`config.mk`:
```
export PLATFORM = sky130hd
export DESIGN_NAME = projectile_hit_ctl_flat
export DESIGN_NICKNAME = d
export VERILOG_FILES = /design/src/rtl/projectile_hit_ctl_if.sv /design/src/rtl/projectile_hit_ctl.sv /design/src/flat_wrapper.sv
export SDC_FILE = /design/constraint.sdc
export NUM_CORES = 1
export LEC_CHECK = 0
export CAP_MARGIN = 5
export CORE_MARGIN = 2
export CORE_UTILIZATION = 50
export DETAILED_ROUTE_END_ITERATION = 8
export DONT_BUFFER_PORTS = 1
export SLEW_MARGIN = 10
export SYNTH_ARGS = -nofsm -noshare
export SYNTH_HDL_FRONTEND = slang
export SYNTH_SLANG_ARGS = --single-unit
```
`constraint.sdc`:
```
create_clock -name clk -period 4.05 [get_ports clk]
set_input_delay 0.81 -clock clk [delete_from_list [all_inputs] [get_ports clk]]
set_output_delay 0.81 -clock clk [all_outputs]
set_load 0.05 [all_outputs]
```
`src/rtl/projectile_hit_ctl_if.sv`:
```
// VGA timing/pixel bundle shared by the draw chain stages.
interface vga_if;
  logic [10:0] vcount;
  logic        vsync;
  logic        vblnk;
  logic [10:0] hcount;
  logic        hsync;
  logic        hblnk;
  logic [11:0] rgb;

  modport vga_in  (input  vcount, vsync, vblnk, hcount, hsync, hblnk, rgb);
  modport vga_out (output vcount, vsync, vblnk, hcount, hsync, hblnk, rgb);
endinterface

```
`src/rtl/projectile_hit_ctl.sv`:
```
// Dog-side ballistic projectile: per-frame flight update, cat hit / miss detection,
// and a one-clock overlay of the projectile square onto the VGA stream.
module projectile_hit_ctl #(
  parameter int          CAT_X     = 1,
  parameter int          CAT_Y     = 430,
  parameter int          CAT_W     = 157,
  parameter int          CAT_H     = 99,
  parameter int          START_X   = 860,
  parameter int          START_Y   = 430,
  parameter int          PROJ_SIZE = 8,
  parameter int          GROUND_Y  = 560,
  parameter int          GRAVITY   = 1,
  parameter logic [11:0] PROJ_RGB  = 12'h840
) (
  input  logic        clk,
  input  logic        rst,
  input  logic        fire,
  input  logic [5:0]  vx_in,
  input  logic [5:0]  vy_in,
  vga_if.vga_in       vga_in,
  vga_if.vga_out      vga_out,
  output logic        hit_cat,
  output logic        miss,
  output logic        busy
);

  typedef enum logic [1:0] {S_IDLE, S_FLY, S_CHECK} state_t;

  state_t             r_state, w_next;
  logic [10:0]        r_px;
  logic signed [11:0] r_py;
  logic signed [7:0]  r_vy;
  logic [5:0]         r_vx;
  logic               r_edge;
  logic               r_vsync_q;
  logic               r_hit, r_miss;

  logic w_tick, w_load, w_step, w_hit, w_miss;
  logic w_overlap, w_ground, w_px_lt_vx, w_in_box;
  int   w_px_i, w_py_i, w_hc, w_vc;

  assign w_tick = vga_in.vsync & ~r_vsync_q;

  // Integer views keep the signed y / unsigned x comparisons free of width surprises.
  assign w_px_i = int'(r_px);
  assign w_py_i = int'(r_py);
  assign w_hc   = int'(vga_in.hcount);
  assign w_vc   = int'(vga_in.vcount);

  assign w_px_lt_vx = w_px_i < int'(r_vx);
  assign w_overlap  = (w_px_i < CAT_X + CAT_W) && (w_px_i + PROJ_SIZE > CAT_X) &&
                      (w_py_i < CAT_Y + CAT_H) && (w_py_i + PROJ_SIZE > CAT_Y);
  assign w_ground   = (w_py_i + PROJ_SIZE >= GROUND_Y);

  always_ff @(posedge clk) begin
    if (rst) r_state <= S_IDLE;
    else     r_state <= w_next;
  end

  always_comb begin
    w_next = r_state;
    w_load = 1'b0;
    w_step = 1'b0;
    w_hit  = 1'b0;
    w_miss = 1'b0;
    case (r_state)
      S_IDLE: begin
        if (fire) begin
          w_load = 1'b1;
          w_next = S_FLY;
        end
      end
      S_FLY: begin
        if (w_tick) begin
          w_step = ~w_px_lt_vx;
          w_next = S_CHECK;
        end
      end
      S_CHECK: begin
        if (w_overlap) begin
          w_hit  = 1'b1;
          w_next = S_IDLE;
        end else if (r_edge || w_ground) begin
          w_miss = 1'b1;
          w_next = S_IDLE;
        end else begin
          w_next = S_FLY;
        end
      end
      default: w_next = S_IDLE;
    endcase
  end

  always_ff @(posedge clk) begin
    if (rst) begin
      r_px      <= '0;
      r_py      <= '0;
      r_vy      <= '0;
      r_vx      <= '0;
      r_edge    <= 1'b0;
      r_vsync_q <= 1'b0;
      r_hit     <= 1'b0;
      r_miss    <= 1'b0;
    end else begin
      r_vsync_q <= vga_in.vsync;
      r_hit     <= w_hit;
      r_miss    <= w_miss;
      if (w_load) begin
        r_px   <= 11'(START_X);
        r_py   <= 12'(START_Y);
        r_vy   <= 8'd0 - {2'b00, vy_in};
        r_vx   <= vx_in;
        r_edge <= 1'b0;
      end else if (r_state == S_FLY && w_tick) begin
        r_edge <= w_px_lt_vx;
        if (w_step) begin
          // Position uses the old vy; gravity lands on vy afterwards.
          r_px <= r_px - 11'(r_vx);
          r_py <= r_py + 12'(r_vy);
          r_vy <= r_vy + 8'(GRAVITY);
        end
      end
    end
  end

  assign busy    = (r_state != S_IDLE);
  assign hit_cat = r_hit;
  assign miss    = r_miss;

  assign w_in_box = busy && !vga_in.hblnk && !vga_in.vblnk && (w_py_i >= 0) &&
                    (w_hc >= w_px_i) && (w_hc < w_px_i + PROJ_SIZE) &&
                    (w_vc >= w_py_i) && (w_vc < w_py_i + PROJ_SIZE);

  always_ff @(posedge clk) begin
    if (rst) begin
      vga_out.vcount <= '0;
      vga_out.vsync  <= 1'b0;
      vga_out.vblnk  <= 1'b0;
      vga_out.hcount <= '0;
      vga_out.hsync  <= 1'b0;
      vga_out.hblnk  <= 1'b0;
      vga_out.rgb    <= '0;
    end else begin
      vga_out.vcount <= vga_in.vcount;
      vga_out.vsync  <= vga_in.vsync;
      vga_out.vblnk  <= vga_in.vblnk;
      vga_out.hcount <= vga_in.hcount;
      vga_out.hsync  <= vga_in.hsync;
      vga_out.hblnk  <= vga_in.hblnk;
      vga_out.rgb    <= w_in_box ? PROJ_RGB : vga_in.rgb;
    end
  end

endmodule
```
`src/flat_wrapper.sv`:
```
// flat-port wrapper written by rule: the top's interface ports become plain ports
module projectile_hit_ctl_flat 
#(
  parameter int          CAT_X     = 1,
  parameter int          CAT_Y     = 430,
  parameter int          CAT_W     = 157,
  parameter int          CAT_H     = 99,
  parameter int          START_X   = 860,
  parameter int          START_Y   = 430,
  parameter int          PROJ_SIZE = 8,
  parameter int          GROUND_Y  = 560,
  parameter int          GRAVITY   = 1,
  parameter logic [11:0] PROJ_RGB  = 12'h840
)
  (clk, rst, fire, vx_in, vy_in, hit_cat, miss, busy, vga_in_vcount, vga_in_vsync, vga_in_vblnk, vga_in_hcount, vga_in_hsync, vga_in_hblnk, vga_in_rgb, vga_out_vcount, vga_out_vsync, vga_out_vblnk, vga_out_hcount, vga_out_hsync, vga_out_hblnk, vga_out_rgb);
  vga_if vga_in_i ();
  vga_if vga_out_i ();
  input  logic clk;
  input  logic rst;
  input  logic fire;
  input  logic [5:0] vx_in;
  input  logic [5:0] vy_in;
  output logic hit_cat;
  output logic miss;
  output logic busy;
  input wire logic [$bits(vga_in_i.vcount)-1:0] vga_in_vcount;
  input wire logic [$bits(vga_in_i.vsync)-1:0] vga_in_vsync;
  input wire logic [$bits(vga_in_i.vblnk)-1:0] vga_in_vblnk;
  input wire logic [$bits(vga_in_i.hcount)-1:0] vga_in_hcount;
  input wire logic [$bits(vga_in_i.hsync)-1:0] vga_in_hsync;
  input wire logic [$bits(vga_in_i.hblnk)-1:0] vga_in_hblnk;
  input wire logic [$bits(vga_in_i.rgb)-1:0] vga_in_rgb;
  output wire logic [$bits(vga_out_i.vcount)-1:0] vga_out_vcount;
  output wire logic [$bits(vga_out_i.vsync)-1:0] vga_out_vsync;
  output wire logic [$bits(vga_out_i.vblnk)-1:0] vga_out_vblnk;
  output wire logic [$bits(vga_out_i.hcount)-1:0] vga_out_hcount;
  output wire logic [$bits(vga_out_i.hsync)-1:0] vga_out_hsync;
  output wire logic [$bits(vga_out_i.hblnk)-1:0] vga_out_hblnk;
  output wire logic [$bits(vga_out_i.rgb)-1:0] vga_out_rgb;
  assign vga_in_i.vcount = vga_in_vcount;
  assign vga_in_i.vsync = vga_in_vsync;
  assign vga_in_i.vblnk = vga_in_vblnk;
  assign vga_in_i.hcount = vga_in_hcount;
  assign vga_in_i.hsync = vga_in_hsync;
  assign vga_in_i.hblnk = vga_in_hblnk;
  assign vga_in_i.rgb = vga_in_rgb;
  assign vga_out_vcount = vga_out_i.vcount;
  assign vga_out_vsync = vga_out_i.vsync;
  assign vga_out_vblnk = vga_out_i.vblnk;
  assign vga_out_hcount = vga_out_i.hcount;
  assign vga_out_hsync = vga_out_i.hsync;
  assign vga_out_hblnk = vga_out_i.hblnk;
  assign vga_out_rgb = vga_out_i.rgb;
  projectile_hit_ctl #(.CAT_X(CAT_X), .CAT_Y(CAT_Y), .CAT_W(CAT_W), .CAT_H(CAT_H), .START_X(START_X), .START_Y(START_Y), .PROJ_SIZE(PROJ_SIZE), .GROUND_Y(GROUND_Y), .GRAVITY(GRAVITY), .PROJ_RGB(PROJ_RGB)) u_core (.clk(clk), .rst(rst), .fire(fire), .vx_in(vx_in), .vy_in(vy_in), .vga_in(vga_in_i), .vga_out(vga_out_i), .hit_cat(hit_cat), .miss(miss), .busy(busy));
endmodule
```
* Yosys cells after proc, flatten, opt, wreduce, memory -nomap -nowiden
Index checks and enable logic that the tools add are counted.
** Cells by class
- Bitwise operators :: 4
- Eq/ne operators :: 4
- Reductions and logical operators :: 25
- Add/sub/neg operators :: 6
- Magnitude comparators :: 11
- Muxes and demuxes :: 21
** Operators by type and width (count)
- $lt A12 B32 Y1 :: 2
- $ge A32 B11 Y1 const B :: 1
- $gt A32 B10 Y1 const B :: 1
- $gt A32 B2 Y1 const B :: 1
- $mux W10 :: 3
- $mux W9 :: 3
- $mux W8 :: 3
- $add A12 B5 Y13 const B :: 1
- $add A11 B4 Y12 const B :: 1
- $add A12 B8 Y12 :: 1
- $ge A12 B1 Y1 const B :: 1
- $ge A12 B12 Y1 :: 1
- $lt A12 B11 Y1 const B :: 1
- $mux W12 :: 1
- $ge A11 B11 Y1 :: 1
- $logic_and A1 B1 Y1 :: 11
- $lt A11 B6 Y1 :: 1
- $lt A11 B8 Y1 const B :: 1
- $sub A11 B6 Y11 :: 1
- $add A8 B2 Y8 const B :: 1
- $mux W1 :: 7
- $sub A1 B6 Y7 const A :: 1
- $mux W2 :: 3
- $pmux W2 S3 :: 1
- other kinds (13) :: 22
** Word-level totals
- Flip-flop bits (word level) :: 80
- Output and inout bits :: 41
- Word-level logic and storage cells :: 89

* Longest topological paths before layout
- Depth after elaboration :: 9
- Mapped depth :: 12
- Gate-level depth less buffers :: 10

* Worst setup path before layout
No wires, ideal clock.
- Path type :: register to register
- Start point :: reg u_core.r_px[8]
- End point :: reg u_core.vga_out.rgb[0]
- Data arrival time :: 2.819 ns
- Path slack :: 1.090 ns
- Stages on the path, launching flop included :: 13
- Buffers on the path :: 2
- Library setup time :: 0.141 ns
- Cell sequence :: dfxtp_1 -> buf_2 -> inv_1 -> nor4_1 -> xnor2_1 -> ha_1 -> a311o_1 -> a211o_1 -> o311ai_1 -> o211ai_1 -> a2111oi_4 -> buf_6 -> nor3b_2
** Between the ends
- Longest elaborated chain between the ends :: 6
** RTL lines
- start, declared :: RTL line projectile_hit_ctl.sv:30 : logic [10:0] r_px;
- start signal, assigned :: RTL line projectile_hit_ctl.sv:109 : r_px <= 11'(START_X);
- start signal, assigned :: RTL line projectile_hit_ctl.sv:118 : r_px <= r_px - 11'(r_vx);
- $add A11 B4 Y12 / $ge A11 B11 Y1 (equally long branches) :: RTL line projectile_hit_ctl.sv:131 : (w_hc >= w_px_i) && (w_hc < w_px_i + PROJ_SIZE) &&
- $lt A12 B32 Y1 / $logic_and A1 B1 Y1 (equally long branches) :: RTL line projectile_hit_ctl.sv:131, projectile_hit_ctl.sv:130
- $logic_and A1 B1 Y1 * (2 in series) :: RTL line projectile_hit_ctl.sv:131
- $logic_and A1 B1 Y1 * :: RTL line projectile_hit_ctl.sv:132 : (w_vc >= w_py_i) && (w_vc < w_py_i + PROJ_SIZE);
- $reduce_or A2 Y1 (no line) *
- end, declared :: RTL line projectile_hit_ctl_if.sv:12 : modport vga_out (output vcount, vsync, vblnk, hcount, hsync, hblnk, rgb);
Every way passes the cells marked *; elsewhere a longest branch is shown, timed or not.
A chain may end at the register's enable or synchronous reset.

* Worst setup path after layout
- Start point :: reg u_core.r_px[8]
- End point :: reg u_core.vga_out.rgb[11]
** Between the ends
- Longest elaborated chain between the ends :: 6
** RTL lines
- $add A11 B4 Y12 / $ge A11 B11 Y1 (equally long branches) :: RTL line projectile_hit_ctl.sv:131
- $lt A12 B32 Y1 / $logic_and A1 B1 Y1 (equally long branches) :: RTL line projectile_hit_ctl.sv:131, projectile_hit_ctl.sv:130
- $logic_and A1 B1 Y1 * (2 in series) :: RTL line projectile_hit_ctl.sv:131
- $logic_and A1 B1 Y1 * :: RTL line projectile_hit_ctl.sv:132
- $mux W12 * :: RTL line projectile_hit_ctl.sv:150 : vga_out.rgb <= w_in_box ? PROJ_RGB : vga_in.rgb;
Marked as above.

==> summary.txt <==
Routed WL -> 12,500 um
Critical path's slowest cell -> dfxtp_1
Total gr overflow -> 0
Avg Inst Size Synth -> 8.71 sq um
Skew final -> 11.8 ps
Initial Util -> 51.1%
Worst-Margin Slew -> 844 ps
Pwr dens -> 380 mW/mm^2
Synth area leaders -> dfxtp_1 31%, ha_1 14%, xnor2_1 4.0%, a21oi_1 3.4%, nor2b_1 3.4%
#FFs+latches synth -> 80
Num rows -> 37
Mapped Area -> 0.00523 sq mm
Wire length on met1 -> 5830 um
Pre-CTS WS -> 735 ps
Input/output buffers -> 0
Fin. max-slew vios -> 0
Layout cell share with drive strength beyond 1 -> 7.17%
GP Congestion -> 0.887
Synth Flop Type -> dfxtp_1
Syn Nets -> 713
Buf+Inv Stages, Crit Path -> 2
Post-synth ARST share -> 0%
H-tree lvl count -> 3
Max frequency -> 301 MHz
Largest net degree at the start of global routing -> 70
CTS resizes -> 0
Worst setup path start -> u_core.r_px[8]
Synthesis-to-layout area growth -> 4.76%
Fillers -> 970
Top layer in use -> met4
Setup_tns -> 0 ps
Die H -> 106 um
Post-Synthesis Cells -> 600
CTS sink cnt -> 80
Final Hold Fails -> 0
DIE WIDTH -> 106 um
Clock buffer depth -> 2
Seq/Total Area, Yosys -> 30.6%
Hpwl dp -> 9510 um
Max-cap violations -> 0
Worst-path cell chain -> inv_1 > nor4_1 > xnor2_1 > ha_1 > a311o_1 > a211o_1 > o311ai_1 > o211ai_1 > a2111oi_4 > buf_4 > o21ba_1
Initial antenna violation count -> 0
Clock transition at the registers of the reported paths -> 80 ps
R2R Setup Slk -> 730 ps
EDFF count, synth -> 0
Met3 wire length -> 739 um
Slew Limit Headroom -> 43.7%
Minimum clock period -> 3320 ps
Area leader, netlist -> dfxtp_1
Largest stage delay, worst path -> 530 ps
Worst Hold Class -> flop to flop
CTS root buffer -> clkbuf_8
Status -> finished clean
CP Capture Type -> flop
Max IR drop VDD -> 0.182 mV
CP top delay family -> compound AO/OA/AOI/OAI gates
Crit Path Max Fanout -> 12
Wire length of the first global-routing pass -> 20,400 um
Drt pass-1 iters -> 4
GRT Total Usage -> 22.7%
CP Capture Point -> u_core.vga_out.rgb[11]
ANT cells -> 0
CTS tree -> built
Critical R2R Launch -> u_core.r_px[8]
Core Area -> 0.0102 sq mm
RSZ-0062 raised after global routing -> no
Routed len/inst -> 17.3 um
Die area -> 0.0113 sq mm
Vias per std cell -> 5.95
Final net count -> 696
Worst Path Required -> 4350 ps
Startpoint Class -> flop
DRT antenna net count -> 0
Synth top area share -> 30.6%
Worst Setup Slack, final -> 730 ps
Reg2reg path depth -> 11
Met2 routed WL -> 5670 um
Worst hold slack -> 455 ps
WP data arrival -> 3620 ps
Period utilisation layout -> 82.0%
WS Path Type -> flop to flop
Via Count -> 4,299
Setup bufs post-CTS -> 0
Worst R2R End -> u_core.vga_out.rgb[11]
DR DRC count -> 0
Worst path depth -> 11
Clock latency on the worst-skew pair -> 360 ps
Setup-failing EPs final -> 0
Unique cell type count in the Yosys netlist -> 73
IO Pins -> 94
Hold_buf cts -> 0
Lkg Pwr -> 0.00211 uW
Num CTS Buffers -> 9
Synthesis warning total -> 0
Vias in the first global route -> 4,110
DR iter-0 viols -> 167
cells in the final DEF (no fill, tap or decap), drive strengths merged, types with 6 or more instances in the layout:
cell    instances
a211oi         20
a21o           10
a21oi          36
a311oi          6
clkbuf         10
dfxtp          80
ha             58
inv            40
mux2i           6
nand2          34
nand3          16
nand4          14
nor2           37
nor2b          28
nor3           17
nor3b          12
nor4            9
o211ai          7
o21a            9
o21ai          22
xnor2          24
power by group:
group,leakage (uW),internal [uW],switching (uW)
combinational,0.00134,204,262
clock,0.000108,355,281
sequential,0.000662,839,140
cells in the mapped netlist (7+ instances only):
library cell / number
nor4_1: 8
nand3_1: 16
xnor2_1: 24
a21o_1: 10
clkbuf_1: 17
o21a_1: 9
nor3b_2: 10
o211ai_1: 7
nor2b_1: 28
nor3_1: 16
a21oi_1: 35
nand4_1: 14
a211oi_1: 20
inv_1: 38
dfxtp_1: 80
ha_1: 58
nand2_1: 34
buf_2: 10
nor2_1: 37
o21ai_0: 20
kinds of logic after synthesis:
| logic type | after synthesis | share of synthesized area [%] |
|---|---|---|
| AO/OA/AOI/OAI | 154 | 20.8 |
| buffers and inverters | 72 | 5.91 |
| flip-flops | 80 | 30.6 |
| AND/OR/NAND/NOR | 198 | 21.8 |
| multiplexers | 6 | 1.15 |
| XOR/XNOR | 29 | 4.86 |
| adder cells (fa/ha/maj) | 61 | 14.8 |
how the worst min path moves through the flow:
stage / slack (ps) / endpoint / startpoint / cells past startpoint
floorplan: 440 / u_core.r_edge / u_core.r_edge / 2
global placement: 440 / u_core.r_vx[2] / u_core.r_vx[2] / 2
detailed placement: 450 / u_core.r_vx[5] / u_core.r_vx[5] / 2
CTS: 460 / u_core.r_vx[5] / u_core.r_vx[5] / 2
global route: 470 / u_core.r_edge / u_core.r_edge / 2
finish: 450 / u_core.r_edge / u_core.r_edge / 2
final cells by class:
type	instances	area (sq um)	area share [%]
multi-input cells	448	3320	60.6
flip-flops and latches	80	1600	29.2
well taps	136	170	3.11
inverters	40	150	2.74
clock buffers	10	138	2.51
clock inverters	4	70.1	1.28
repair buffers	4	30.0	0.548
worst register-to-register path: stages (launching register included):
cell	delay, ps
dfxtp_1	530
inv_1	220
nor4_1	390
xnor2_1	180
ha_1	280
a311o_1	360
a211o_1	300
o311ai_1	80
o211ai_1	180
a2111oi_4	330
buf_4	270
o21ba_1	140
through the flow:
stage          power, uW  utilization [%]  area [sq um]  instances
2_1_floorplan       1370                -          5230        600
3_3_place_gp        1450             51.5          5270        708
3_5_place_dp        1460             51.5          5270        708
4_1_cts             2100             53.5          5480        722
5_1_grt             2200             53.5          5480        722
6_report            2080             53.5          5480        722
registers in the layout, summed over array words and instances (netlist names):
signal / cells
u_core.vga_out.hcount: 11
u_core.vga_out.vblnk: 1
u_core.miss: 1
u_core.r_state: 2
u_core.r_edge: 1
u_core.vga_out.hblnk: 1
u_core.r_py: 12
u_core.hit_cat: 1
u_core.vga_out.rgb: 12
u_core.r_vy: 8
u_core.vga_out.vcount: 11
u_core.r_px: 11
u_core.r_vsync_q: 1
u_core.r_vx: 6
u_core.vga_out.hsync: 1
per-layer routing:
layer | vias to the layer above | GRT usage [%]
li1 | 2158 | -
met1 | 2005 | 29.9
met2 | 115 | 36.9
met3 | 21 | 4.35
met5 | - | 0
met4 | 0 | 8.27
No activity file was read; power rests on OpenSTA's default activity.
